File: config.mk
export PLATFORM = sky130hd
export DESIGN_NAME = alu_sequencer
export DESIGN_NICKNAME = d
export VERILOG_FILES = /design/src/rtl/alu_sequencer.sv
export SDC_FILE = /design/constraint.sdc
export NUM_CORES = 1
export LEC_CHECK = 0
export BUFFER_PORTS_ARGS = -buffer_cell sky130_fd_sc_hd__buf_2
export CAP_MARGIN = 40
export CORE_UTILIZATION = 56
export DETAILED_ROUTE_END_ITERATION = 10
export PLACE_DENSITY = 0.76
export SETUP_SLACK_MARGIN = 0.4
export SLEW_MARGIN = 20
export SYNTH_ARGS = -nofsm -noshare
export SYNTH_HDL_FRONTEND = slang
export SYNTH_SLANG_ARGS = --single-unit
File: constraint.sdc
create_clock -name clk -period 2.8 [get_ports clk]
set_clock_uncertainty 0.05 [all_clocks]
set_input_delay 0 -clock clk [delete_from_list [all_inputs] [get_ports clk]]
set_output_delay 0 -clock clk [all_outputs]
set_load 0.02 [all_outputs]
File: src/rtl/alu_sequencer.sv
`default_nettype none
// +--------------------------------------------------------------------------+
// | Module : alu_sequencer                                                   |
// | Desc   : FIFO-buffered command sequencer driving an external ALU, with a |
// |          valid/ready response channel. Define ALU_SEQ_CHECK_EN to add   |
// |          result self-checking (rsp_mismatch, err_sticky).                |
// | Rev    : 1.0  initial release                                            |
// +--------------------------------------------------------------------------+
module alu_sequencer #(
    parameter int ALU_WIDTH = 16,
    parameter int DEPTH     = 4,
    parameter int ALU_LAT   = 0
) (
    input  logic                 clk,
    input  logic                 rst_n,
    input  logic                 req_valid,
    output logic                 req_ready,
    input  logic [ALU_WIDTH-1:0] req_a,
    input  logic [ALU_WIDTH-1:0] req_b,
    input  logic [1:0]           req_op,
    output logic [ALU_WIDTH-1:0] alu_a,
    output logic [ALU_WIDTH-1:0] alu_b,
    output logic [1:0]           alu_op,
    input  logic [ALU_WIDTH-1:0] alu_result,
    output logic                 rsp_valid,
    input  logic                 rsp_ready,
    output logic [ALU_WIDTH-1:0] rsp_data,
    output logic [1:0]           rsp_op,
    output logic                 busy,
    output logic [15:0]          op_count
`ifdef ALU_SEQ_CHECK_EN
    ,
    output logic                 rsp_mismatch,
    output logic                 err_sticky
`endif
);

    localparam int             c_aw   = $clog2(DEPTH);
    localparam int             c_lw   = (ALU_LAT > 0) ? $clog2(ALU_LAT + 1) : 1;
    localparam logic [c_aw:0]  c_full = (c_aw + 1)'(DEPTH);
    localparam logic [c_lw-1:0] c_lat = c_lw'(ALU_LAT);

    typedef enum logic [1:0] {
        S_IDLE = 2'd0,
        S_EXEC = 2'd1,
        S_RESP = 2'd2
    } state_t;

    logic [ALU_WIDTH-1:0] r_fifo_a  [DEPTH];
    logic [ALU_WIDTH-1:0] r_fifo_b  [DEPTH];
    logic [1:0]           r_fifo_op [DEPTH];
    logic [c_aw-1:0]      r_wptr;
    logic [c_aw-1:0]      r_rptr;
    logic [c_aw:0]        r_count;

    state_t               r_state;
    state_t               w_state_nxt;
    logic [c_lw-1:0]      r_lat_cnt;
    logic [ALU_WIDTH-1:0] r_alu_a;
    logic [ALU_WIDTH-1:0] r_alu_b;
    logic [1:0]           r_alu_op;
    logic                 r_rsp_valid;
    logic [ALU_WIDTH-1:0] r_rsp_data;
    logic [1:0]           r_rsp_op;
    logic [15:0]          r_op_count;

    logic w_push;
    logic w_pop;
    logic w_empty;
    logic w_capture;
    logic w_done;

    // Ready comes from the registered count only, so a same-cycle pop never frees a slot early.
    assign req_ready = (r_count != c_full);
    assign w_empty   = (r_count == '0);
    assign w_push    = req_valid && req_ready;

    always_ff @(posedge clk) begin
        if (w_push) begin
            r_fifo_a[r_wptr]  <= req_a;
            r_fifo_b[r_wptr]  <= req_b;
            r_fifo_op[r_wptr] <= req_op;
        end
    end

    always_ff @(posedge clk or negedge rst_n) begin
        if (!rst_n) begin
            r_wptr  <= '0;
            r_rptr  <= '0;
            r_count <= '0;
        end else begin
            if (w_push) r_wptr <= r_wptr + c_aw'(1);
            if (w_pop)  r_rptr <= r_rptr + c_aw'(1);
            case ({w_push, w_pop})
                2'b10:   r_count <= r_count + (c_aw + 1)'(1);
                2'b01:   r_count <= r_count - (c_aw + 1)'(1);
                default: r_count <= r_count;
            endcase
        end
    end

    always_comb begin
        w_state_nxt = r_state;
        w_pop       = 1'b0;
        w_capture   = 1'b0;
        w_done      = 1'b0;
        case (r_state)
            S_IDLE: begin
                if (!w_empty) begin
                    w_pop       = 1'b1;
                    w_state_nxt = S_EXEC;
                end
            end
            S_EXEC: begin
                if (r_lat_cnt == c_lat) begin
                    w_capture   = 1'b1;
                    w_state_nxt = S_RESP;
                end
            end
            S_RESP: begin
                if (rsp_ready) begin
                    w_done = 1'b1;
                    if (!w_empty) begin
                        w_pop       = 1'b1;
                        w_state_nxt = S_EXEC;
                    end else begin
                        w_state_nxt = S_IDLE;
                    end
                end
            end
            default: w_state_nxt = S_IDLE;
        endcase
    end

    // Every pop issues the head command to the ALU on the same edge.
    always_ff @(posedge clk or negedge rst_n) begin
        if (!rst_n) begin
            r_state     <= S_IDLE;
            r_lat_cnt   <= '0;
            r_alu_a     <= '0;
            r_alu_b     <= '0;
            r_alu_op    <= '0;
            r_rsp_valid <= 1'b0;
            r_rsp_data  <= '0;
            r_rsp_op    <= '0;
            r_op_count  <= '0;
        end else begin
            r_state <= w_state_nxt;
            if (w_pop) begin
                r_alu_a   <= r_fifo_a[r_rptr];
                r_alu_b   <= r_fifo_b[r_rptr];
                r_alu_op  <= r_fifo_op[r_rptr];
                r_lat_cnt <= '0;
            end else if (r_state == S_EXEC) begin
                r_lat_cnt <= r_lat_cnt + c_lw'(1);
            end
            if (w_capture) begin
                r_rsp_valid <= 1'b1;
                r_rsp_data  <= alu_result;
                r_rsp_op    <= r_alu_op;
            end else if (w_done) begin
                r_rsp_valid <= 1'b0;
            end
            if (w_done) r_op_count <= r_op_count + 16'd1;
        end
    end

    assign alu_a     = r_alu_a;
    assign alu_b     = r_alu_b;
    assign alu_op    = r_alu_op;
    assign rsp_valid = r_rsp_valid;
    assign rsp_data  = r_rsp_data;
    assign rsp_op    = r_rsp_op;
    assign op_count  = r_op_count;
    assign busy      = (r_state != S_IDLE) || !w_empty;

`ifdef ALU_SEQ_CHECK_EN
    logic [ALU_WIDTH-1:0] w_expected;
    logic                 w_bad;
    logic                 r_rsp_mismatch;
    logic                 r_err_sticky;

    always_comb begin
        w_expected = '0;
        case (r_alu_op)
            2'b00:   w_expected = r_alu_a + r_alu_b;
            2'b01:   w_expected = r_alu_a - r_alu_b;
            2'b10:   w_expected = r_alu_a & r_alu_b;
            default: w_expected = r_alu_a | r_alu_b;
        endcase
    end

    assign w_bad = (alu_result != w_expected);

    always_ff @(posedge clk or negedge rst_n) begin
        if (!rst_n) begin
            r_rsp_mismatch <= 1'b0;
            r_err_sticky   <= 1'b0;
        end else if (w_capture) begin
            r_rsp_mismatch <= w_bad;
            if (w_bad) r_err_sticky <= 1'b1;
        end
    end

    assign rsp_mismatch = r_rsp_mismatch;
    assign err_sticky   = r_err_sticky;
`endif

endmodule
`default_nettype wire
; ---- After elaboration in Yosys (flattened, before gate mapping)
; Memory sizes are Yosys's and may differ from the RTL's. A register that Yosys moved wholly into a read port is not among the register bits.
; Index checks and enable logic that the tools add are counted.
[word_totals]
regBits = 45
mem_bits_rw = 136
wordCells = 58
mem_count = 3
[op_classes]
n_addsub = 6
eq_ne = 8
mux = 19
reduce_logical = 13
[mem_list]
columns = name, depth, width, rd, rd_ports_with_merged_regs, write_ports, line
row1 = r_fifo_a, 4, 16, 1, 1, 1, 49  ; logic [ALU_WIDTH-1:0] r_fifo_a [DEPTH];
row2 = r_fifo_b, 4, 16, 1, 1, 1, 50  ; logic [ALU_WIDTH-1:0] r_fifo_b [DEPTH];
row3 = r_fifo_op, 4, 2, 1, 1, 1, 51  ; logic [1:0] r_fifo_op [DEPTH];
[op_table]
columns = op, n
row1 = "adder 16 x 1 -> 16 bit, second input constant", 1
row2 = two-way mux 1 bit, 13
row3 = nonzero test 2 bit, 4
row4 = two-way mux 2 bit, 3
row5 = "inequality test 2 bit, second input constant", 3
row6 = case mux 2 bit (3 select lines), 1
row7 = case mux 3 bit (2 select lines), 1
row8 = "adder 2 x 1 -> 2 bit, second input constant", 2
row9 = "equality test 2 x 1 -> 1 bit, second input constant", 2
row10 = "equality test 2 bit, second input constant", 2
row11 = zero test 1 bit, 4
row12 = "adder 3 x 1 -> 3 bit, second input constant", 1
row13 = zero test 3 bit, 1
row14 = "inequality test 3 bit, second input constant", 1
row15 = AND reduction 3 bit, 1
row16 = "subtractor 3 x 1 -> 3 bit, second input constant", 1
row17 = zero test 2 bit, 1
row18 = case mux 1 bit (2 select lines), 1
row19 = "adder 1 bit, second input constant", 1
row20 = logical AND 1 bit, 1
row21 = logical OR 1 bit, 1

; ---- Logic depth before layout (Yosys ltp)
[depth]
ltp_word = 6
mapped_depth = 10
depth_no_buf = 10

; ---- Least setup slack after synthesis
; OpenSTA, ideal clock, no wires.
[synth_path]
path_type = register to register
start = register r_state[0]
end = register r_count[2]
setup_ns = 0.079
t_arrival_ns = 2.075
required_time_ns = 2.671
setup_slack_ns = 0.596
path_stages_with_launch = 11
path_buffers = 3
synth_period_minus_slack_ns = 2.204
cell_sequence = dfrtp_1 > buf_6 > nor3_2 > buf_2 > buf_4 > ha_1 > inv_1 > fa_1 > xor2_1 > nor2_1 > xor2_1
[synth_via]
elab_chain_cells = 4
elab_cells_between_ends = 7
[synth_rtl]
columns = item, line
row1 = start: declaration, 56  ; state_t r_state;
row2 = start signal: assignment, 148  ; r_state <= w_state_nxt;
row3 = equality test 2 bit / zero test 2 bit (equally long branches), 107  ; case (r_state)
row4 = case mux 1 bit (2 select lines) (*), 107
row5 = via w_pop, 68  ; logic w_pop;
row6 = equality test 2 x 1 -> 1 bit / equality test 2 bit (equally long branches), 94  ; case ({w_push, w_pop})
row7 = case mux 3 bit (2 select lines) / nonzero test 2 bit (equally long branches), n/a
row8 = end signal: assignment, 95  ; 2'b10: r_count <= r_count + (c_aw + 1)'(1);
row9 = end signal: assignment, 96  ; 2'b01: r_count <= r_count - (c_aw + 1)'(1);
row10 = end signal: assignment, 97  ; default: r_count <= r_count;
row11 = end: declaration, 54  ; logic [c_aw:0] r_count;
; Mark *: on every way through the listed nets, which the timed path passes. The rest lies on a longest branch.
; A chain may end at the register's enable or synchronous reset.

; ---- Worst setup path in the final report
[layout_path]
start = register r_count[0]
end = register r_count[2]
[layout_via]
elab_chain_cells = 6
elab_cells_between_ends = 12
[layout_rtl]
columns = item, line
row1 = zero test 3 bit, 75  ; assign w_empty = (r_count == '0);
row2 = two-way mux 1 bit, "109, 123"
row3 = two-way mux 1 bit, 121  ; if (rsp_ready) begin
row4 = case mux 1 bit (2 select lines), 107
row5 = equality test 2 x 1 -> 1 bit / equality test 2 bit (equally long branches), 94
row6 = case mux 3 bit (2 select lines) / nonzero test 2 bit (equally long branches), n/a
; Several ways; a longest one is shown, not always the timed one.

==> impl_metrics.env <==
export IMPL_hold_path_class="input pin to flop"
export IMPL_maxCapViolCount=0
export IMPL_cts_root_buf="clkbuf_16"
export IMPL_hold_violations=0
export IMPL_worstPathCellList="inv_1, nand3_1, and2_1, inv_1, ha_1, inv_1, fa_1, xor2_1, nor2_1, xor2_1"
export IMPL_worstPathRequired_ns=3.15
export IMPL_grt_overflow=0
export IMPL_slew_viol_final=0
export IMPL_gp_congestion=0.732
export IMPL_fin_nets=667
export IMPL_path_common_cell="inv_1"
export IMPL_drive_gt1_frac=0.426
export IMPL_fillerInstances=870
export IMPL_initial_core_util=0.581
export IMPL_place_area_sq_um=9040
export IMPL_cp_slowest_cell="dfrtp_1"
export IMPL_rsz0062_at_grt="no"
export IMPL_syn_nets=466
export IMPL_r2r_start="r_count[0]"
export IMPL_htree_levels=1
export IMPL_synth_edf_count=136
export IMPL_vias_per_cell=5.39
export IMPL_crit_arrival_ns=2.61
export IMPL_vias=4321
export IMPL_netlist_area_sq_um=8160
export IMPL_multiInputGateArea_sq_um=1960
export IMPL_cellLeakagePower_nw=4.06
export IMPL_clk_transition_reported_paths_ns=0.06
export IMPL_io_pins=125
export IMPL_p_total_mw=11.3
export IMPL_wl_met1_um=6370
export IMPL_drtIter0Drc=224
export IMPL_hpwlAfterDp_um=9020
export IMPL_drtPass1Iterations=4
export IMPL_topRoutingLayerUsed="met4"
export IMPL_gr_usage_all_layers=0.214
export IMPL_tritoncts="done"
export IMPL_finalNonFillerCells=802
export IMPL_core_sq_um=14000
export IMPL_fp_dieH_um=123
export IMPL_hp_start="req_a[13]"
export IMPL_drc_errors=0
export IMPL_cts_sinks=215
export IMPL_critPathLaunchType="flop"
export IMPL_setup_violations=0
export IMPL_die_area_sq_um=15100
export IMPL_design_area_sq_um=10300
export IMPL_drt_total_wl_um=15300
export IMPL_wl_met2_um=7890
export IMPL_dieWidth_um=123
export IMPL_synth_seq_cells=215
export IMPL_max_stage_delay_ns=0.41
export IMPL_wl_per_cell_um=19.0
export IMPL_p_per_area_nw_per_um2=1090
export IMPL_r2r_slack_ns=0.54
export IMPL_worstMarginPinSlew_ns=0.581
export IMPL_fin_crit_ns=2.26
export IMPL_numPortBuffers=124
export IMPL_cts_inserted_buffers=22
export IMPL_syn_inst=405
export IMPL_synth_async_reset_ratio=0.367
export IMPL_grt_start_max_net_pins=57
export IMPL_first_global_vias=4593
export IMPL_setup_tns_ns=0
export IMPL_insertion_delay_ns=0.49
export IMPL_dp_cells=706
export IMPL_crit_start="r_count[0]"
export IMPL_ant_nets=0
export IMPL_wl_met3_um=797
export IMPL_grt_pass1_wl_um=23700
export IMPL_seq_area_frac_synth=0.743
export IMPL_synth_flop_cell="edfxtp_1"
export IMPL_regArea_sq_um=6060
export IMPL_critical_path_max_fanout=6
export IMPL_row_count=43
export IMPL_syn_to_final_growth_pct=26.2
export IMPL_vdd_drop_max_uv=736
export IMPL_post_cts_buffers=0
export IMPL_max_slew_margin=0.613
export IMPL_synth_avg_cell_area_sq_um=20.1
export IMPL_crit_type="flop to flop"
export IMPL_num_antenna_cells=0
export IMPL_cp_end_kind="flop"
export IMPL_ys_types=32
export IMPL_grt_antenna_before_repair=0
export IMPL_cts_max_path_buffers=3
export IMPL_period_share=0.805
export IMPL_status="complete, no violations"
export IMPL_timing_fmax_mhz=443
export IMPL_synth_warnings=0
[layout by cell type (no fill, tap or decap), types with 2 or more instances in the layout]
cell | Yosys | layout
edfxtp_1 | 136 | 136
buf_2 | 6 | 123
dfrtp_1 | 79 | 77
mux2_2 | 54 | 54
dlygate4sd3_1 | 0 | 54
mux4_2 | 34 | 34
clkbuf_16 | 0 | 23
xnor2_1 | 13 | 13
buf_4 | 2 | 12
nand2_1 | 11 | 11
inv_1 | 9 | 9
clkbuf_1 | 3 | 9
xor2_1 | 8 | 8
nor2_1 | 7 | 7
ha_1 | 6 | 6
nand3_1 | 5 | 5
nor3_1 | 4 | 4
and3_2 | 0 | 4
clkbuf_8 | 0 | 4
clkinv_1 | 0 | 3
and4_1 | 2 | 2
and3_1 | 6 | 2
nand2b_1 | 2 | 2
buf_12 | 0 | 2
dfrtp_2 | 0 | 2
[power by group]
part           internal [mW]  total (mW)  switching (mW)
clock                   1.61        2.72            1.10
sequential              4.35        4.82           0.465
combinational           1.78        3.73            1.95
[sequential cells by signal, summed over array words and instances, names as in the netlist]
register / cells
rsp_valid: 1
r_count: 3
alu_op: 2
r_lat_cnt: 1
rsp_op: 2
r_fifo_b: 64
alu_b: 16
r_fifo_a: 64
r_state: 2
op_count: 16
r_wptr: 2
r_rptr: 2
alu_a: 16
rsp_data: 16
r_fifo_op: 8
[synthesized netlist by cell type, types with 6 or more instances]
cell type | count | area share
and3_1 | 6 | 0.0046
xnor2_1 | 13 | 0.014
buf_2 | 6 | 0.0037
mux4_2 | 34 | 0.094
mux2_2 | 54 | 0.075
xor2_1 | 8 | 0.0086
inv_1 | 9 | 0.0041
edfxtp_1 | 136 | 0.50
dfrtp_1 | 79 | 0.24
ha_1 | 6 | 0.0092
nand2_1 | 11 | 0.0051
nor2_1 | 7 | 0.0032
[cell type report]
cell class	count	area share
multi-input cells	165	0.190
well taps	180	0.0219
clock buffers	36	0.0646
clock inverters	4	0.00158
flip-flops and latches	215	0.589
inverters	9	0.00328
repair buffers	193	0.129
[metrics by stage]
stage | setup WS, ns | hold WS (ns) | util
floorplan | 0.596 | -0.346 | -
global placement | 0.775 | 0.160 | 0.642
detailed placement | 0.563 | -0.0970 | 0.644
CTS | 0.541 | 0.187 | 0.732
global route | 0.413 | 0.208 | 0.733
finish | 0.545 | 0.214 | 0.733
[path summary, 6_finish.rpt]
| kind | depth (start not counted) | to |
|---|---|---|
| min in group asynchronous | 4 | alu_a[5] |
| hold reg to reg | 1 | op_count[15] |
| setup reg to reg | 10 | r_count[2] |
| hold / removal | 2 | r_fifo_a[2][13] |
| max in group asynchronous | 4 | alu_b[1] |
| setup / recovery | 10 | r_count[2] |
[repair_timing]
action	in CTS	in global routing
hold buffers	55	0
endpoints found under the hold margin	235	0
resized for setup	0	0
[kinds of logic after synthesis]
family,share of synthesized area
XOR/XNOR,0.0225
multiplexers,0.170
AND/OR/NAND/NOR,0.0319
buffers and inverters,0.0179
adder cells (fa/ha/maj),0.0117
AO/OA/AOI/OAI,0.00322
flip-flops,0.743
[worst max-delay path, delay by kind of cell (launching register included)]
kind / cells / cell delay [ns]
xor gates and xnor gates: 2 / 0.36
adders and majority gates: 2 / 0.57
buffers and inverters: 3 / 0.25
DFF: 1 / 0.41
and+or+nand+nor: 3 / 0.53
[metal layers]
metal  track usage  vias up
met3        0.0446       21
met4        0.0602        0
met5             0        -
met1         0.271     2208
met2         0.376      127
li1              -     1965
No activity file was read; power rests on OpenSTA's default activity.
